$ cat config.mk
export PLATFORM = sky130hd
export DESIGN_NAME = dmux_event_counter_flat
export DESIGN_NICKNAME = d
export VERILOG_FILES = /design/src/rtl/dmux_cnt_pkg.sv /design/src/rtl/dmux_event_counter_if.sv /design/src/rtl/dmux_sat_counter.sv /design/src/rtl/dmux_event_counter.sv /design/src/flat_wrapper.sv
export SDC_FILE = /design/constraint.sdc
export NUM_CORES = 1
export LEC_CHECK = 0
export CAP_MARGIN = 25
export CORE_MARGIN = 10
export CORE_UTILIZATION = 35
export DETAILED_ROUTE_END_ITERATION = 16
export PLACE_DENSITY = 0.63
export SETUP_SLACK_MARGIN = 0.2
export SYNTH_ARGS = -nofsm -noshare
export SYNTH_HDL_FRONTEND = slang
export SYNTH_SLANG_ARGS = --single-unit
$ cat constraint.sdc
create_clock -name clk -period 1.8 [get_ports clk]
set_clock_uncertainty 0.15 [all_clocks]
set_input_delay 0.27 -clock clk [delete_from_list [all_inputs] [get_ports clk]]
set_output_delay 0.27 -clock clk [all_outputs]
set_load 0.01 [all_outputs]
$ cat src/rtl/dmux_cnt_pkg.sv
`default_nettype none
// ============================================================================
// Package  : dmux_cnt_pkg
// Brief    : Shared constants, read-FSM state type and helpers for the
//            demux event counter bank.
// Revision : 1.0 - initial release
// ============================================================================
package dmux_cnt_pkg;

    localparam int N_CH  = 8;
    localparam int SEL_W = 3;

    typedef enum logic [1:0] {
        IDLE = 2'd0,
        CAP  = 2'd1,
        ACK  = 2'd2
    } rd_state_e;

    // True when more than one bit of v is set.
    function automatic logic multi_hot(input logic [N_CH-1:0] v);
        return |(v & (v - N_CH'(1)));
    endfunction

endpackage
`default_nettype wire

$ cat src/rtl/dmux_event_counter_if.sv
`default_nettype none
// ============================================================================
// Interface : dmux_event_counter_if
// Brief     : 4-phase read request/acknowledge port of the event counter bank.
// Revision  : 1.0 - initial release
// ============================================================================
interface dmux_event_counter_if
    import dmux_cnt_pkg::*;
#(
    parameter int WIDTH = 8
);
    logic             rd_req;
    logic [SEL_W-1:0] rd_sel;
    logic             rd_clr;
    logic             rd_ack;
    logic [WIDTH-1:0] rd_data;

    modport master (
        output rd_req, rd_sel, rd_clr,
        input  rd_ack, rd_data
    );

    modport slave (
        input  rd_req, rd_sel, rd_clr,
        output rd_ack, rd_data
    );
endinterface
`default_nettype wire

$ cat src/rtl/dmux_sat_counter.sv
`default_nettype none
// ============================================================================
// Module   : dmux_sat_counter
// Brief    : One channel: saturating event counter with sticky overflow flag.
// Revision : 1.0 - initial release
// ============================================================================
module dmux_sat_counter #(
    parameter int WIDTH = 8
) (
    input  logic             clk,
    input  logic             rst,
    input  logic             i_clr,
    input  logic             i_load_one,
    input  logic             i_inc,
    output logic [WIDTH-1:0] o_cnt,
    output logic             o_ovf
);
    localparam logic [WIDTH-1:0] c_MAX = '1;

    logic [WIDTH-1:0] r_cnt;
    logic             r_ovf;

    // i_load_one is the read-clear: restart at one if an event lands on the
    // same edge so it is not lost; the overflow flag is left untouched.
    always_ff @(posedge clk) begin
        if (rst || i_clr) begin
            r_cnt <= '0;
            r_ovf <= 1'b0;
        end else if (i_load_one) begin
            r_cnt <= {{(WIDTH-1){1'b0}}, i_inc};
        end else if (i_inc) begin
            if (r_cnt != c_MAX) begin
                r_cnt <= r_cnt + 1'b1;
            end
            if (r_cnt >= c_MAX - 1'b1) begin
                r_ovf <= 1'b1;
            end
        end
    end

    assign o_cnt = r_cnt;
    assign o_ovf = r_ovf;

endmodule
`default_nettype wire

$ cat src/rtl/dmux_event_counter.sv
`default_nettype none
// ============================================================================
// Module   : dmux_event_counter
// Brief    : Per-channel rising-edge counter bank behind the 1-to-8 demux,
//            with a 4-phase read/clear port and sticky ovf/err flags.
// Revision : 1.0 - initial release
// ============================================================================
module dmux_event_counter
    import dmux_cnt_pkg::*;
#(
    parameter int WIDTH = 8
) (
    input  logic                clk,
    input  logic                rst,
    input  logic [N_CH-1:0]     Y,
    input  logic                en,
    input  logic                clr,
    dmux_event_counter_if.slave rd_if,
    output logic [N_CH-1:0]     ovf,
    output logic                err
);
    localparam logic [1:0] c_ST_IDLE = 2'(IDLE);
    localparam logic [1:0] c_ST_CAP  = 2'(CAP);
    localparam logic [1:0] c_ST_ACK  = 2'(ACK);

    logic [N_CH-1:0]  r_y_q;
    logic [N_CH-1:0]  w_inc;
    logic [WIDTH-1:0] w_cnt [N_CH];
    logic [1:0]       r_state;
    logic [SEL_W-1:0] r_sel;
    logic             r_clr_lat;
    logic             r_ack;
    logic [WIDTH-1:0] r_data;
    logic             r_err;
    logic             w_cap;

    // Y_q resets to zero, so a strobe already high at reset release counts once.
    always_ff @(posedge clk) begin
        if (rst) begin
            r_y_q <= '0;
        end else begin
            r_y_q <= Y;
        end
    end

    assign w_inc = en ? (Y & ~r_y_q) : '0;
    assign w_cap = (r_state == c_ST_CAP);

    generate
        for (genvar i = 0; i < N_CH; i++) begin : g_ch
            dmux_sat_counter #(
                .WIDTH (WIDTH)
            ) u_cnt (
                .clk        (clk),
                .rst        (rst),
                .i_clr      (clr),
                .i_load_one (w_cap && r_clr_lat && (r_sel == SEL_W'(i))),
                .i_inc      (w_inc[i]),
                .o_cnt      (w_cnt[i]),
                .o_ovf      (ovf[i])
            );
        end
    endgenerate

    always_ff @(posedge clk) begin
        if (rst || clr) begin
            r_err <= 1'b0;
        end else if (multi_hot(Y)) begin
            r_err <= 1'b1;
        end
    end

    // Read FSM; clr deliberately has no effect here so an in-flight read
    // still returns the value captured before the clear.
    always_ff @(posedge clk) begin
        if (rst) begin
            r_state   <= c_ST_IDLE;
            r_sel     <= '0;
            r_clr_lat <= 1'b0;
            r_ack     <= 1'b0;
            r_data    <= '0;
        end else begin
            case (r_state)
                c_ST_IDLE: begin
                    if (rd_if.rd_req) begin
                        r_sel     <= rd_if.rd_sel;
                        r_clr_lat <= rd_if.rd_clr;
                        r_state   <= c_ST_CAP;
                    end
                end
                c_ST_CAP: begin
                    r_data  <= w_cnt[r_sel];
                    r_ack   <= 1'b1;
                    r_state <= c_ST_ACK;
                end
                c_ST_ACK: begin
                    if (!rd_if.rd_req) begin
                        r_ack   <= 1'b0;
                        r_state <= c_ST_IDLE;
                    end
                end
                default: begin
                    r_ack   <= 1'b0;
                    r_state <= c_ST_IDLE;
                end
            endcase
        end
    end

    assign rd_if.rd_ack  = r_ack;
    assign rd_if.rd_data = r_data;
    assign err           = r_err;

endmodule
`default_nettype wire

$ cat src/flat_wrapper.sv
// flat-port wrapper written by rule: the top's interface ports become plain ports
module dmux_event_counter_flat import dmux_cnt_pkg::*;
#(
    parameter int WIDTH = 8
)
  (clk, rst, Y, en, clr, ovf, err, rd_if_rd_req, rd_if_rd_sel, rd_if_rd_clr, rd_if_rd_ack, rd_if_rd_data);
  dmux_event_counter_if #(.WIDTH(WIDTH)) rd_if_i ();
  input  logic clk;
  input  logic rst;
  input  logic [N_CH-1:0] Y;
  input  logic en;
  input  logic clr;
  output logic [N_CH-1:0] ovf;
  output logic err;
  input wire logic [$bits(rd_if_i.rd_req)-1:0] rd_if_rd_req;
  input wire logic [$bits(rd_if_i.rd_sel)-1:0] rd_if_rd_sel;
  input wire logic [$bits(rd_if_i.rd_clr)-1:0] rd_if_rd_clr;
  output wire logic [$bits(rd_if_i.rd_ack)-1:0] rd_if_rd_ack;
  output wire logic [$bits(rd_if_i.rd_data)-1:0] rd_if_rd_data;
  assign rd_if_i.rd_req = rd_if_rd_req;
  assign rd_if_i.rd_sel = rd_if_rd_sel;
  assign rd_if_i.rd_clr = rd_if_rd_clr;
  assign rd_if_rd_ack = rd_if_i.rd_ack;
  assign rd_if_rd_data = rd_if_i.rd_data;
  dmux_event_counter #(.WIDTH(WIDTH)) u_core (.clk(clk), .rst(rst), .Y(Y), .en(en), .clr(clr), .rd_if(rd_if_i), .ovf(ovf), .err(err));
endmodule
==> results.toml, run 1 <==
[worst_setup_path]
worst-path-max-fanout = 12
cp-start-kind = "flip-flop"
cp.required_ns = 1.95
r2r.worst_path.cells = 5
crit_type = "flip-flop to flip-flop"
cp-end-kind = "flip-flop"
arrival_ns = 1.79

[finish]
stdcell_count = 859
seq_area_um2 = 1970
fill_cells = 1304
antennaDiodeCount = 0
syn_to_final_growth_pct = 38.2
multiInputGateArea_um2 = 3350
drive_above_1_share_pct = 32.3
nNetsFinal = 703

[sta]
worst_slew_pin_slew_ns = 0.382
relSlewSlack_pct = 74.5
maxSlewViolCount = 0
holdWs_ns = 0.0723
grt_setup_unrepaired = "true"
fmax_ghz = 0.608
layout_setup_ws_ns = 0.155
period_minus_slack_ns = 1.64
setup_viol = 0
period_share_pct = 91.4
hold_viol = 0
fin_setup_tns_ns = 0

[placed_design]
pre_cts_ws_ns = -0.346
dpl.cell_count = 813
hpwl_mm = 10.6
io_buffers = 34
gp_congestion = 0.893

[power]
p_leak_uw = 0.00252
peakVddDrop_v = 0.000455
power.density_nw_per_um2 = 666

[clock_network]
cts_tree = "yes"
clk_latency_ns = 0.35
numCtsBuffers = 9
htree_num_levels = 3
clock_sink_count = 96
clockRootBuffer = "clkbuf_16"
hold_buffers = 0
cts_buffer_depth = 2
clkTransAtPathRegs_ns = 0.07

[route]
wire_per_inst_um = 17.7
vias = 4818
routed_via_density = 5.61
ant_nets = 0
drtPass1Iterations = 5
drtIter0Drc = 513
drt-total-wl_mm = 15.2
drc = 0

[synth]
syn_area_per_cell_um2 = 9.15
yosys_most_used_dff = "dfxtp_1"
yosysSeqAreaShare_pct = 37.7
synthCells = 557
syn_area_um2 = 5100
synth_warnings = 0
yosys_register_bits = 96
synth_cell_type_count = 53
synthArstFlopShare_pct = 0
syn-num-nets = 590
synth-edff-count = 0

[floorplanning]
io_pins = 35
initial_core_util_pct = 35.3
dieHeight_um = 141
core_area_um2 = 14400
die_area_um2 = 19800
die_w_um = 141
rows = 44

[min_path]
worstHoldPathCells = 2
hp-class = "input pin to flip-flop"

[global_route]
grt_pass1_vias = 4516
grt.total_usage_pct = 14.5
grt_overflow_total = 0
grt_max_degree = 20
antenna_found_initial = 0
grt_pass1_wl_mm = 23.3

[outcome]
outcome = "finished clean"

[job]
drv_cap = 0
## per-layer routing
layer	share of wire [%]	global-route usage, %	vias up
met4	3.4	7.55	0
met2	46	22.2	174
met5	0	0	-
li1	-	-	2287
met3	6.8	3.69	34
met1	44	18.3	2323
## flip-flops by register name, summed over array words and instances, names as in the netlist
signal and flops:
u_core.r_state 2, u_core.rd_if.rd_ack 1, u_core.g_ch.u_cnt.o_cnt 64, u_core.rd_if.rd_data 8, u_core.err 1, u_core.r_clr_lat 1, u_core.g_ch.u_cnt.o_ovf 8, u_core.r_y_q 8
u_core.r_sel 3
## Yosys cell counts, types with 3 or more instances
library cell / count / area (um^2)
a21oi_1: 23 / 115
o22ai_1: 8 / 50.1
inv_1: 14 / 52.6
buf_4: 11 / 82.6
clkbuf_1: 7 / 26.3
nand3b_1: 9 / 67.6
nand2b_1: 4 / 25.0
nand4_1: 17 / 106
xor2_1: 18 / 158
a211oi_1: 18 / 135
mux4_2: 15 / 338
and3b_1: 7 / 61.3
o21ai_0: 9 / 45.0
nor2b_1: 12 / 75.1
nor3_1: 12 / 60.1
and3_1: 9 / 56.3
o211ai_1: 11 / 82.6
o31ai_1: 3 / 22.5
a2111oi_2: 3 / 45.0
a31oi_1: 6 / 37.5
buf_2: 7 / 35.0
ha_1: 16 / 200
or3_1: 10 / 62.6
o21a_1: 7 / 52.6
and4_1: 8 / 70.1
xnor2_1: 18 / 158
nand3_1: 22 / 110
mux2i_1: 10 / 100
and4b_1: 3 / 30.0
nand2_1: 31 / 116
dfxtp_1: 96 / 1920
nor2_1: 79 / 297
o2111ai_1: 7 / 61.3
## cells by family after synthesis
logic type | after synthesis | share of synthesized area [%]
flops | 96 | 37.7
mux | 25 | 8.59
compound gates | 111 | 15.8
fa+ha+maj | 17 | 4.12
simple gates | 232 | 23.6
xor+xnor | 36 | 6.18
buf+inv | 40 | 4.07
## layout make-up
type / instances / area share (%)
multi-input combinational: 421 / 47.5
sequential: 96 / 27.9
timing repair buffer: 128 / 16.6
clock inverter: 3 / 0.604
inverter: 14 / 0.746
tap: 184 / 3.27
clock buffer: 13 / 3.41
## worst max-delay path: stages, from the launching register on
cell and delay (ns):
dfxtp_4 0.40, bufbuf_16 0.30, nor2_2 0.08, a21o_1 0.20, or4_1 0.39, nand2_1 0.07
## metrics by stage
stage	total power (uW)	utilization, %	area (um^2)
2_1_floorplan	2490	-	5120
3_3_place_gp	2720	42.0	6060
3_5_place_dp	2730	42.0	6060
4_1_cts	4670	46.0	6640
5_1_grt	4860	48.8	7050
6_report	4690	48.8	7050
## power breakdown
| part | leakage [uW] | switching (uW) | internal, uW |
|---|---|---|---|
| sequential | 0.000793 | 39.7 | 2170 |
| combinational | 0.00160 | 279 | 303 |
| clock | 0.000134 | 824 | 1080 |
| total | 0.00252 | 1140 | 3550 |
## worst paths after layout
| kind | from | end | slack (ns) |
|---|---|---|---|
| setup / recovery | u_core.r_sel[0] | u_core.g_ch[0].u_cnt.o_cnt[3] | 0.16 |
| setup reg to reg | u_core.r_sel[0] | u_core.g_ch[0].u_cnt.o_cnt[3] | 0.16 |
| hold / removal | Y[2] | u_core.r_y_q[2] | 0.07 |
| hold reg to reg | u_core.g_ch[2].u_cnt.o_ovf | u_core.g_ch[2].u_cnt.o_ovf | 0.31 |
## timing repair
item,4_1_cts,5_1_grt
gates cloned,3,1
pin swaps,15,28
setup buffers,13,13
endpoints found under the setup margin,79,79
resized for setup,65,74
## layout by cell type, fill, tap and decap left out, types with 5 or more instances in the layout
| master | instances |
|---|---|
| buf_4 | 82 |
| nor2_1 | 76 |
| dfxtp_1 | 69 |
| dfxtp_2 | 23 |
| nand2_1 | 20 |
| dlygate4sd2_1 | 20 |
| nand3_1 | 19 |
| a21oi_1 | 18 |
| xnor2_1 | 18 |
| xor2_1 | 18 |
| nand4_1 | 17 |
| mux4_2 | 15 |
| inv_1 | 14 |
| a211oi_1 | 14 |
| nor3_1 | 11 |
| nor2b_1 | 11 |
| o211ai_1 | 11 |
| ha_1 | 11 |
| clkdlybuf4s50_1 | 11 |
| mux2i_1 | 10 |
| clkbuf_16 | 10 |
| or3_1 | 9 |
| nand2_2 | 9 |
| nand3b_1 | 9 |
| o21ai_0 | 8 |
| and3_1 | 7 |
| o21a_1 | 7 |
| o2111ai_1 | 6 |
| o22ai_2 | 6 |
| and4_1 | 5 |
| buf_12 | 5 |
No activity file was read; power rests on OpenSTA's default activity.
==> run 2, diff against run 1 <==
--- a/config.mk
+++ b/config.mk
@@ -9,7 +9,6 @@
 export CORE_MARGIN = 10
 export CORE_UTILIZATION = 35
 export DETAILED_ROUTE_END_ITERATION = 16
-export PLACE_DENSITY = 0.63
 export SETUP_SLACK_MARGIN = 0.2
 export SYNTH_ARGS = -nofsm -noshare
 export SYNTH_HDL_FRONTEND = slang
==> run 2 against run 1 <==
  * Design area is 1.6% lower
  * Non-clock buffer count is 9 lower
  * Critical path type unchanged
  * Routed wire length is 0.78% lower
  * Die area stayed put
  * Combinational power is 6.7% lower
  * Via count is 1.8% lower
  * Largest cell class unchanged
  * Utilization is 0.78 points lower
  * Cell count is 1.3% lower
  * Critical endpoint is now u_core.g_ch[1].u_cnt.o_ovf
  * Flip-flop and latch count stayed put
  * Total power is 1.9% lower
  * Largest power group unchanged
  * Critical path depth is 1 higher
==> results.toml, run 2 (same netlist as run 1, synthesis figures left out) <==
[route]
drt-total-wl_mm = 15.1
routed_via_density = 5.58
wire_per_inst_um = 17.8
drtPass1Iterations = 5
drtIter0Drc = 339
drc = 0
vias = 4730
ant_nets = 0

[clock_network]
hold_buffers = 0
clockRootBuffer = "clkbuf_16"
cts_tree = "yes"
clkTransAtPathRegs_ns = 0.07
clk_latency_ns = 0.35
htree_num_levels = 3
clock_sink_count = 96
numCtsBuffers = 9
cts_buffer_depth = 2

[global_route]
busiest_layer = "met2"
antenna_found_initial = 0
grt_pass1_vias = 4378
grtUsageMet2_pct = 22.4
grt_use_met3_pct = 2.62
use_met1_pct = 18.6
grt_overflow_total = 0
grt_pass1_wl_mm = 22.7
grt_max_degree = 21
grt.total_usage_pct = 14.2

[worst_setup_path]
worst-path-max-fanout = 6
max_stage_delay_ns = 0.36
cp_slowest_cell = "dfxtp_4"
r2r_setup_slack_ns = 0.12
cp.required_ns = 1.89
crit_type = "flip-flop to flip-flop"
cp-start-kind = "flip-flop"
cpMostUsedCell = "buf_6"
arrival_ns = 1.77
cp-end-kind = "flip-flop"
crit_chain = "nor4bb_4, buf_6, nand3b_1, buf_6, a31oi_1, nor2_1"

[floorplanning]
die_w_um = 141
rows = 44
initial_core_util_pct = 35.3
die_area_um2 = 19800
dieHeight_um = 141
core_area_um2 = 14400
io_pins = 35

[power]
p_leak_uw = 0.00246
power.density_nw_per_um2 = 664
peakVddDrop_v = 0.000428

[job]
drv_cap = 0

[finish]
design_area_um2 = 6930
largest_reg_flops = 64
drive_above_1_share_pct = 31.6
layout_common_cells = "nor2_1 (76), buf_4 (76), dfxtp_1 (58), dfxtp_2 (27), nand2_1 (24)"
utilization_pct = 48.1
antennaDiodeCount = 0
fill_cells = 1377
syn_to_final_growth_pct = 36.0
nNetsFinal = 694

[sta]
holdWs_ns = 0.108
worst_slew_pin_slew_ns = 0.393
grt_setup_unrepaired = "true"
setup_viol = 0
maxSlewViolCount = 0
fmax_ghz = 0.595
period_minus_slack_ns = 1.68
period_share_pct = 93.3
hold_viol = 0
relSlewSlack_pct = 73.6

[min_path]
hp-class = "input pin to flip-flop"

[placed_design]
hpwl_mm = 10.6
place_area_um2 = 6000
io_buffers = 34
gp_congestion = 0.893

[outcome]
outcome = "finished clean"
run 2: changes by cell type in the layout (fill, tap and decap cells not counted), moves of 3 or more:
cell and delta:
dfxtp_1 -11, dfxtp_4 +7, buf_4 -6, dfxtp_2 +4, nand2_1 +4, nand2_2 -4
a2111oi_2 -3, a2111oi_4 +3
run 2: final timing paths:
path | to | start | cells after the start
setup / recovery | u_core.g_ch[1].u_cnt.o_ovf | u_core.r_state[1] | 6
hold / removal | u_core.r_y_q[3] | Y[3] | 2
setup reg to reg | u_core.g_ch[1].u_cnt.o_ovf | u_core.r_state[1] | 6
hold reg to reg | u_core.g_ch[4].u_cnt.o_ovf | u_core.g_ch[4].u_cnt.o_ovf | 2
run 2: where the power goes:
group | leakage, uW | internal [uW] | total, uW | switching (uW)
Combinational | 0.00153 | 272 | 542 | 270
Clock | 0.000130 | 1070 | 1860 | 791
Sequential | 0.000801 | 2160 | 2200 | 43.1
Total | 0.00246 | 3500 | 4600 | 1100
run 2: critical path: cells and delay by family (launching register included):
| kind | cells | cell delay (ns) |
|---|---|---|
| simple gates | 3 | 0.54 |
| compound gates | 1 | 0.12 |
| buf+inv | 2 | 0.37 |
| flops | 1 | 0.36 |
run 2: layer usage:
layer,wire length (um),share of wire (%)
met1,6790,45
met2,7100,47
met3,880,5.8
met4,275,1.8
met5,0,0
run 2: repair_timing:
item | 4_1_cts | 5_1_grt
setup endpoints to repair | 76 | 76
endpoints found under the hold margin | 0 | 0
cloned | 1 | 0
setup buffers | 11 | 15
pin swaps | 19 | 25
resized for setup | 64 | 89
run 2: cell type report:
type	instances	area [um^2]	area share [%]
Multi-Input combinational cell	421	3340	48.2
Sequential cell	96	2000	28.8
Timing Repair Buffer	119	1040	15.0
Clock buffer	13	240	3.47
Tap cell	184	230	3.32
Inverter	14	52.6	0.758
Clock inverter	1	30.0	0.433
run 2: metrics by stage:
stage / cells / total power, uW / setup slack (ns) / TNS (ns)
after global placement: 807 / 2710 / -0.255 / -7.96
after floorplan: 557 / 2490 / 0.193 / 0
final: 848 / 4600 / 0.120 / 0
after detailed placement: 807 / 2720 / -0.348 / -10.37
after CTS: 833 / 4610 / 0.121 / 0
after global routing: 848 / 4770 / 0.0753 / 0
==> run 3, diff against run 2 <==
--- a/config.mk
+++ b/config.mk
@@ -7,9 +7,11 @@
 export LEC_CHECK = 0
 export CAP_MARGIN = 25
 export CORE_MARGIN = 10
-export CORE_UTILIZATION = 35
+export CORE_UTILIZATION = 55
 export DETAILED_ROUTE_END_ITERATION = 16
+export PLACE_DENSITY = 0.75
 export SETUP_SLACK_MARGIN = 0.2
 export SYNTH_ARGS = -nofsm -noshare
 export SYNTH_HDL_FRONTEND = slang
+export SYNTH_HIERARCHICAL = 1
 export SYNTH_SLANG_ARGS = --single-unit
==> constraint.sdc (replaced) <==
create_clock -name clk -period 1.9 [get_ports clk]
set_clock_uncertainty 0.15 [all_clocks]
set_input_delay 0.285 -clock clk [delete_from_list [all_inputs] [get_ports clk]]
set_output_delay 0.285 -clock clk [all_outputs]
set_load 0.01 [all_outputs]
==> run 3 against run 2 <==
  * Highest routed layer unchanged
  * Non-clock buffer count is 12 higher
  * Clock power down 29%
  * Largest cell class unchanged
  * Via count up 19%
  * Global-route usage increased by 7.1 points
  * Cell count up 4.0%
  * Synthesized cell count increased by 14%
  * Combinational power rose by 2%
  * Clock-buffer cell count rose by 1
  * Total power decreased by 14%
==> results.toml, run 3 <==
[floorplanning]
die_area_um2 = 14800
io_pins = 35
initial_core_util_pct = 55.7
dieHeight_um = 122
core_area_um2 = 10200
die_w_um = 122
rows = 37

[power]
internal_power_uw = 2890
clkPwrFrac_pct = 33.4
peakVddDrop_v = 0.000491
sw_frac_of_total_pct = 27.1
switchingPower_uw = 1080
p_leak_uw = 0.00265
power_frac_seq_pct = 52.7
p_comb_share_pct = 13.9
power_uw = 3970
power.density_nw_per_um2 = 554

[min_path]
hp-start = "Y[5]"
whs_endpoint = "u_core/r_y_q[5]"
worstHoldPathCells = 2
hp-class = "input pin to flip-flop"

[clock_network]
cts_tree = "yes"
clk_latency_ns = 0.38
hold_buffers = 0
htree_num_levels = 3
clockRootBuffer = "clkbuf_8"
clkTransAtPathRegs_ns = 0.09
numCtsBuffers = 9
clock_sink_count = 96
cts_buffer_depth = 2

[synth]
synth_warnings = 6
syn-num-nets = 668
synthArstFlopShare_pct = 0
synthTopCellsByArea = "dfxtp_1 (34%), mux2i_1 (7.8%), ha_1 (3.5%)"
synth_largest_area_cell = "dfxtp_1"
yosys-top-cells-count = "dfxtp_1 (96), mux2i_1 (44), nor2_1 (41), nand3_1 (33)"
synth_top_family_by_area = "simple AND/OR/NAND/NOR gates"
syn_area_um2 = 5670
synth_cell_type_count = 46
synthCells = 635
syn_area_per_cell_um2 = 8.93
synth-compound-area-share_pct = 21.9
yosys.area_share.adder_pct = 3.71
yosys_register_bits = 96
yosysSeqAreaShare_pct = 33.9
synthXorXnorAreaFrac_pct = 0
synth-edff-count = 0
yosys_most_used_dff = "dfxtp_1"
synth_mux_area_share_pct = 7.76
synth_simple_gate_area_share_pct = 27.4
synth_top_area_share_pct = 33.9
synth.most_common_cell = "dfxtp_1"

[placed_design]
dpl.cell_count = 860
gp_congestion = 0.918
pre_cts_ws_ns = -0.349
hpwl_mm = 11.5
place_area_um2 = 6710
io_buffers = 34

[worst_setup_path]
r2r-end = "u_core/g_ch[0].u_cnt/o_ovf"
r2r.worst_path.cells = 7
r2r_setup_slack_ns = 0.15
arrival_ns = 1.88
crit_type = "flip-flop to flip-flop"
cp-end-kind = "flip-flop"
cp.required_ns = 2.03
r2r-start = "u_core/r_state[0]"
cp-start-kind = "flip-flop"
worst-path-max-fanout = 5

[route]
drtIter0Drc = 574
wire_per_inst_um = 18.2
vias = 5629
ant_nets = 0
routed_via_density = 6.38
drc = 0
drt-total-wl_mm = 16.1
drtPass1Iterations = 5

[sta]
setup_viol = 0
fmax_ghz = 0.571
layout_setup_ws_ns = 0.149
period_minus_slack_ns = 1.75
grt_setup_unrepaired = "true"
relSlewSlack_pct = 74.6
period_share_pct = 92.2
worst_slew_pin_slew_ns = 0.381
maxSlewViolCount = 0
hold_viol = 0
holdWs_ns = 0.123

[finish]
syn_to_final_growth_pct = 26.3
fill_cells = 805
final_common_cell = "buf_4"
antennaDiodeCount = 0
layout_common_cells = "buf_4 (90), dfxtp_1 (89), mux2i_1 (44), nor2_1 (32), nand3_1 (32)"
stdcell_count = 882
largest_reg_flops = 64
nNetsFinal = 774
design_area_um2 = 7160
drive_above_1_share_pct = 25.5

[global_route]
grt_pass1_wl_mm = 25.9
antenna_found_initial = 0
grt_pass1_vias = 5362
grt_max_degree = 34
grt_overflow_total = 0
grt.total_usage_pct = 21.3

[outcome]
outcome = "finished clean"

[job]
drv_cap = 0
run 3: cell families after synthesis:
group | after synthesis
AOI/OAI and AO/OA | 167
adders and majority gates | 17
buffers and inverters | 60
DFF | 96
muxes | 44
and+or+nand+nor | 251
run 3: layer usage:
metal / vias up / global-route usage [%] / part of all wire (%)
li1: 2667 / - / -
met1: 2743 / 27.9 / 45
met2: 188 / 34.4 / 48
met3: 31 / 4.44 / 5.2
met4: 0 / 6.78 / 2.0
met5: - / 0 / 0
run 3: worst max-delay path by stage:
stage                                           from                             to  slack [ns]  depth (start not counted)
final                              u_core/r_state[0]     u_core/g_ch[0].u_cnt/o_ovf        0.15                          7
after global routing               u_core/r_state[0]     u_core/g_ch[4].u_cnt/o_ovf        0.12                          7
after CTS                 u_core/g_ch[1].u_cnt/o_ovf                         ovf[1]        0.20                          1
after detailed placement                          en  u_core/g_ch[3].u_cnt/o_cnt[6]       -0.35                          7
after global placement                            en  u_core/g_ch[7].u_cnt/o_cnt[6]       -0.26                          8
after floorplan                    u_core/r_state[1]  u_core/g_ch[1].u_cnt/o_cnt[6]        0.22                          7
run 3: timing repair:
item,4_1_cts,5_1_grt
setup buffers,3,3
setup endpoints to repair,80,47
hold endpoints to repair,0,0
gates resized for setup,31,46
pin swaps,3,7
run 3: metrics by stage:
stage | TNS [ns] | utilization (%)
CTS | 0 | 68.3
detailed placement | -12.36 | 65.8
global route | 0 | 70.3
finish | 0 | 70.3
global placement | -8.96 | 65.8
floorplan | 0 | -
run 3: power by group through the flow:
stage	clock, uW	sequential, uW	combinational, uW
2_1_floorplan	0	2140	278
3_3_place_gp	0	2130	510
3_5_place_dp	0	2130	526
4_1_cts	1330	2090	530
5_1_grt	1430	2100	595
6_report	1320	2090	553
run 3: critical path: stages, from the launching register on:
cell      delay [ns]
dfxtp_2         0.34
nor2b_4         0.18
nand3b_1        0.15
buf_6           0.17
nor3_4          0.26
nand4b_1        0.17
nor3_1          0.06
o21a_1          0.18
run 3: cell type report:
class                      instances  area [um^2]  area share [%]
multi-input combinational        479         3660            51.1
clock inverter                     2         12.5           0.175
inverter                          24         90.1            1.26
sequential                        96         1930            27.0
timing repair buffer             131         1130            15.7
tap                              136          170            2.38
clock buffer                      14          173            2.41
